--- src/rtl/im_fetch_ctrl.sv ---
// Purpose : fetch initiator for an asynchronous instruction memory; owns the PC,
//           drives CSB/WRB/ABUS, samples DATABUS after WAIT_CYCLES edges.
// Latency : instr_valid rises WAIT_CYCLES edges after the edge that launches the
//           access; one instruction per WAIT_CYCLES+1 cycles with instr_ready high.
// Backpressure: a held instruction (and the bus) stays frozen until instr_ready;
//           redirect drops it and restarts from redirect_pc.
// Ports   : clk/rst (async active-high); en, redirect, redirect_pc from the core;
//           instr_valid/instr_ready/instr/instr_pc to decode; busy status;
//           CSB/WRB/ABUS/DATABUS to the memory (DATABUS is input only).
module im_fetch_ctrl #(
  parameter int                ADDR_W      = 8,
  parameter int                DATA_W      = 8,
  parameter int                WAIT_CYCLES = 2,
  parameter logic [ADDR_W-1:0] RESET_PC    = '0
) (
  input  logic              clk,
  input  logic              rst,
  input  logic              en,
  input  logic              redirect,
  input  logic [ADDR_W-1:0] redirect_pc,
  output logic              instr_valid,
  input  logic              instr_ready,
  output logic [DATA_W-1:0] instr,
  output logic [ADDR_W-1:0] instr_pc,
  output logic              busy,
  output logic              CSB,
  output logic              WRB,
  output logic [ADDR_W-1:0] ABUS,
  input  logic [DATA_W-1:0] DATABUS
);

  localparam int              CNT_W    = $clog2(WAIT_CYCLES + 1);
  localparam logic [CNT_W-1:0] CNT_INIT = CNT_W'(WAIT_CYCLES);

  typedef enum logic [1:0] {
    IDLE   = 2'd0,
    ACCESS = 2'd1,
    HOLD   = 2'd2
  } state_t;

  state_t            state;
  logic [ADDR_W-1:0] pc;
  logic [CNT_W-1:0]  cnt;

  always_ff @(posedge clk or posedge rst) begin
    if (rst) begin
      state       <= IDLE;
      pc          <= RESET_PC;
      CSB         <= 1'b1;
      WRB         <= 1'b1;
      ABUS        <= '0;
      instr       <= '0;
      instr_pc    <= '0;
      instr_valid <= 1'b0;
      cnt         <= '0;
      busy        <= 1'b0;
    end else if (redirect) begin
      // Redirect aborts whatever is in flight or held; no capture happens.
      pc          <= redirect_pc;
      instr_valid <= 1'b0;
      if (en) begin
        state <= ACCESS;
        ABUS  <= redirect_pc;
        CSB   <= 1'b0;
        cnt   <= CNT_INIT;
        busy  <= 1'b1;
      end else begin
        state <= IDLE;
        CSB   <= 1'b1;
        cnt   <= '0;
        busy  <= 1'b0;
      end
    end else begin
      case (state)
        IDLE: begin
          CSB <= 1'b1;
          if (en) begin
            state <= ACCESS;
            ABUS  <= pc;
            CSB   <= 1'b0;
            cnt   <= CNT_INIT;
            busy  <= 1'b1;
          end
        end
        ACCESS: begin
          cnt <= cnt - CNT_W'(1);
          // Last wait edge: memory output has settled, capture it.
          if (cnt == CNT_W'(1)) begin
            instr       <= DATABUS;
            instr_pc    <= ABUS;
            instr_valid <= 1'b1;
            pc          <= ABUS + ADDR_W'(1);
            state       <= HOLD;
          end
        end
        HOLD: begin
          // en only matters once the held instruction has been taken.
          if (instr_valid && instr_ready) begin
            instr_valid <= 1'b0;
            if (en) begin
              state <= ACCESS;
              ABUS  <= pc;
              cnt   <= CNT_INIT;
            end else begin
              state <= IDLE;
              CSB   <= 1'b1;
              busy  <= 1'b0;
            end
          end
        end
        default: begin
          state <= IDLE;
          CSB   <= 1'b1;
          busy  <= 1'b0;
        end
      endcase
    end
  end

endmodule

--- config.mk ---
export PLATFORM = sky130hd
export DESIGN_NAME = im_fetch_ctrl
export DESIGN_NICKNAME = d
export VERILOG_FILES = /design/src/rtl/im_fetch_ctrl.sv
export SDC_FILE = /design/constraint.sdc
export NUM_CORES = 1
export LEC_CHECK = 0
export CORE_MARGIN = 8
export CORE_UTILIZATION = 34
export DETAILED_ROUTE_END_ITERATION = 16
export SLEW_MARGIN = 30
export SYNTH_ARGS = -nofsm -noshare
export SYNTH_HDL_FRONTEND = slang
export SYNTH_SLANG_ARGS = --single-unit
--- constraint.sdc ---
create_clock -name clk -period 1.6 [get_ports clk]
set_clock_uncertainty 0.15 [all_clocks]
set_input_delay 0.32 -clock clk [delete_from_list [all_inputs] [get_ports clk]]
set_output_delay 0.32 -clock clk [all_outputs]
set_load 0.005 [all_outputs]
==> results by group <==
Run status
  – Outcome: complete, but fails checks
  – Failing checks: setup timing

Critical path
  – Startpoint Class: flip-flop
  – Required @ worst endpoint: 1.63 ns
  – Setup Crit Path Kind: flip-flop to flip-flop
  – Worst R2R Setup Slack: -0.004 ns
  – FF-to-FF Start: cnt[1]
  – FF-to-FF End: instr[5]
  – CP max FO: 10
  – CP arrival: 1.64 ns
  – R2R cell count: 5
  – Crit end category: flip-flop

STA
  – Final hold violations: 0
  – Hold Slack: 0.244 ns
  – Setup violators final: 2
  – Total negative slack: -0.00690 ns
  – Setup ws final: -0.00395 ns
  – Crit share post-route: 1.00
  – Crit path time final: between 1.5 and 2 ns
  – Unrepaired setup endpoints after global routing: yes
  – Final max-slew violation count: 0
  – Fmax: roughly 0.62 GHz

GRT
  – Vias in the first global route: 1558
  – First-pass GRT wire length: roughly 7500 um
  – Initial antenna violation count: 0
  – Global Route Usage Sum: 0.110
  – Largest net degree at the start of global routing: 40
  – Total grt overflow: 0

Placement
  – Placed instance count: roughly 300
  – Port bufs: between 40 and 50
  – Pre-CTS WS: -0.375 ns
  – Gpl congestion: 0.743
  – DP Wirelength: 3130 um

Final layout
  – Layout cell share with drive strength beyond 1: 0.291
  – Final Non-Filler Cells: 323
  – Antenna diodes: 0
  – Area grow syn2layout: 47.7%
  – Net count, final: 273

Synthesis
  – Register area share after synthesis: 0.509
  – Cells after synthesis: 170
  – Synth warnings: 1
  – Post-synthesis register bit count: 39
  – Mapped Area: around 0.0019 sq mm
  – Primary FF master, synth: dfrtp_1
  – Post-synth ARST share: 1.00
  – Cell variety after synth: 38
  – Post-Syn Nets: 193
  – Synth area leader: dfrtp_1
  – Post-synth EDFFs: 0
  – Share of the synthesized area in the top cell type: 0.496
  – Synth area leaders: dfrtp_1, mux2_4, mux2_2
  – Synth Area per Inst: 11.3 sq um

Routing
  – Residual DRC: 0
  – Final WL: ~4300 um
  – Avg WL per Cell: 13.5 um
  – Initial drt markers: 66
  – Pre-antenna DRT Iters: 4
  – Vias post-DR: 1510
  – Antenna Nets Post-Route: 0
  – Vias/cell: 4.67

Power
  – Total Power Consumption: 0.00381 W
  – Pwr per Cell Area: ~1300 mW/mm^2
  – VDD IR max: 611 uV
  – Leakage power: 1.31 nW

Clock network
  – CTS tree: built
  – Num CTS Buffers: 5
  – Htree depth: 2
  – CTS sink cnt: 39
  – Root Driver: clkbuf_8
  – Maximum clock path buffer count: 2
  – Clock Pin Slew Worst Setup and Hold Paths: 0.08 ns
  – Clk_lat worst skew: 0.29 ns

Floorplanning
  – Ports: slightly below 50
  – Die H: approximately 91 um
  – Core area: about 0.0055 sq mm
  – Initial Util: 0.350
  – Chip width: 91.1 um
  – Rows: 27
  – Die Footprint: 0.00830 sq mm

Flow run
  – MaxCap Viol Count: 0

Hold path
  – Hold Path Class: input pin to asynchronous set/reset pin
[through the flow]
stage                     cell area, sq um  utilization
after floorplan                       1920            -
after global placement                2570        0.469
after detailed placement              2570        0.469
after CTS                             2790        0.510
after global routing                  2830        0.518
final                                 2830        0.518
[Yosys cell counts (2+ instances only)]
cell	instances
clkbuf_1	3
nand2_1	12
a221o_1	2
mux2i_1	4
buf_4	2
and3_1	3
nor3b_1	2
o21ai_0	7
buf_6	2
nand3_1	2
mux2_2	8
inv_1	3
xnor2_1	3
nand2b_1	10
buf_2	3
nor2_1	17
dfrtp_1	38
ha_1	2
a21oi_1	11
mux2_4	8
o31ai_1	2
nand3b_1	2
a31oi_1	7
a31o_2	2
nand2b_4	2
[state kept, by name, indices dropped and copies added, names as in the netlist]
name	flops
instr_pc	8
CSB	1
instr	8
instr_valid	1
busy	1
pc	8
state	2
ABUS	8
cnt	2
[area by class of cell]
class                   count  area (sq um)
clock buffers               6          72.6
clock inverters             2          60.1
fillers                   528          2640
inverters                   3          11.3
multi-input cells         117           873
flip-flops and latches     39           980
well taps                  72          90.1
repair buffers             84           746
[cells by family (layout without fill, tap and decap cells)]
family          Yosys count  in the layout  share of synthesized area
compound gates           37             37                      0.129
flops                    39             39                      0.509
buf+inv                  14             95                     0.0496
xor+xnor                  4              4                     0.0183
other cells               1              1                    0.00196
mux                      20             20                      0.130
fa+ha+maj                 2              2                     0.0130
simple gates             53             53                      0.149
[power by group]
part	switching (W)	total, W	leakage [nW]	internal (W)
Combinational	0.000502	0.00140	0.773	0.000897
Sequential	0.000152	0.00144	0.467	0.00129
Clock	0.000349	0.000972	0.0654	0.000623
[worst max-delay path, cell delays in order (launching register included)]
cell	delay, ns
dfrtp_1	0.38
inv_2	0.08
ha_4	0.13
nor3b_4	0.22
buf_6	0.19
mux2_2	0.34
[what timing repair did]
action,in CTS,in global routing
pin swaps,0,1
buffers inserted,14,3
setup endpoints to repair,46,32
hold buffers,0,0
resized for setup,34,4
[worst max path at each step]
| stage | slack, ns | start | cells past startpoint | end |
|---|---|---|---|---|
| floorplan | -0.009 | cnt[1] | 6 | instr[0] |
| global placement | -0.34 | redirect | 5 | instr_pc[1] |
| detailed placement | -0.37 | redirect | 5 | instr[5] |
| CTS | -0.01 | cnt[1] | 5 | instr[5] |
| global route | -0.07 | cnt[1] | 5 | instr[5] |
| finish | -0.004 | cnt[1] | 5 | instr[5] |
[per-layer routing]
layer  track usage  wire [um]  up-vias
li1              -          -      755
met1         0.134       2020      710
met2         0.170       1930       38
met3        0.0502        352        7
met4        0.0368         52        0
met5             0          0        -
[layout by cell type (no fill, tap or decap), types with 2 or more instances in the layout]
cell / instances
dfrtp_1: 36
buf_4: 33
dlygate4sd2_1: 28
clkdlybuf4s50_1: 19
nor2_1: 17
nand2_1: 12
a21oi_1: 11
nand2b_1: 10
mux2_4: 9
a31oi_1: 7
mux2_2: 7
o21ai_0: 5
clkbuf_8: 5
mux2i_1: 4
xnor2_1: 3
dfrtp_2: 2
nand2b_4: 2
nand3b_1: 2
nor3b_1: 2
and3_1: 2
nand3_1: 2
inv_1: 2
a221o_1: 2
o21ai_1: 2
a31o_2: 2
o31ai_1: 2
bufinv_16: 2
buf_6: 2
buf_12: 2
Note: power is estimated with default switching activity, not from simulation.
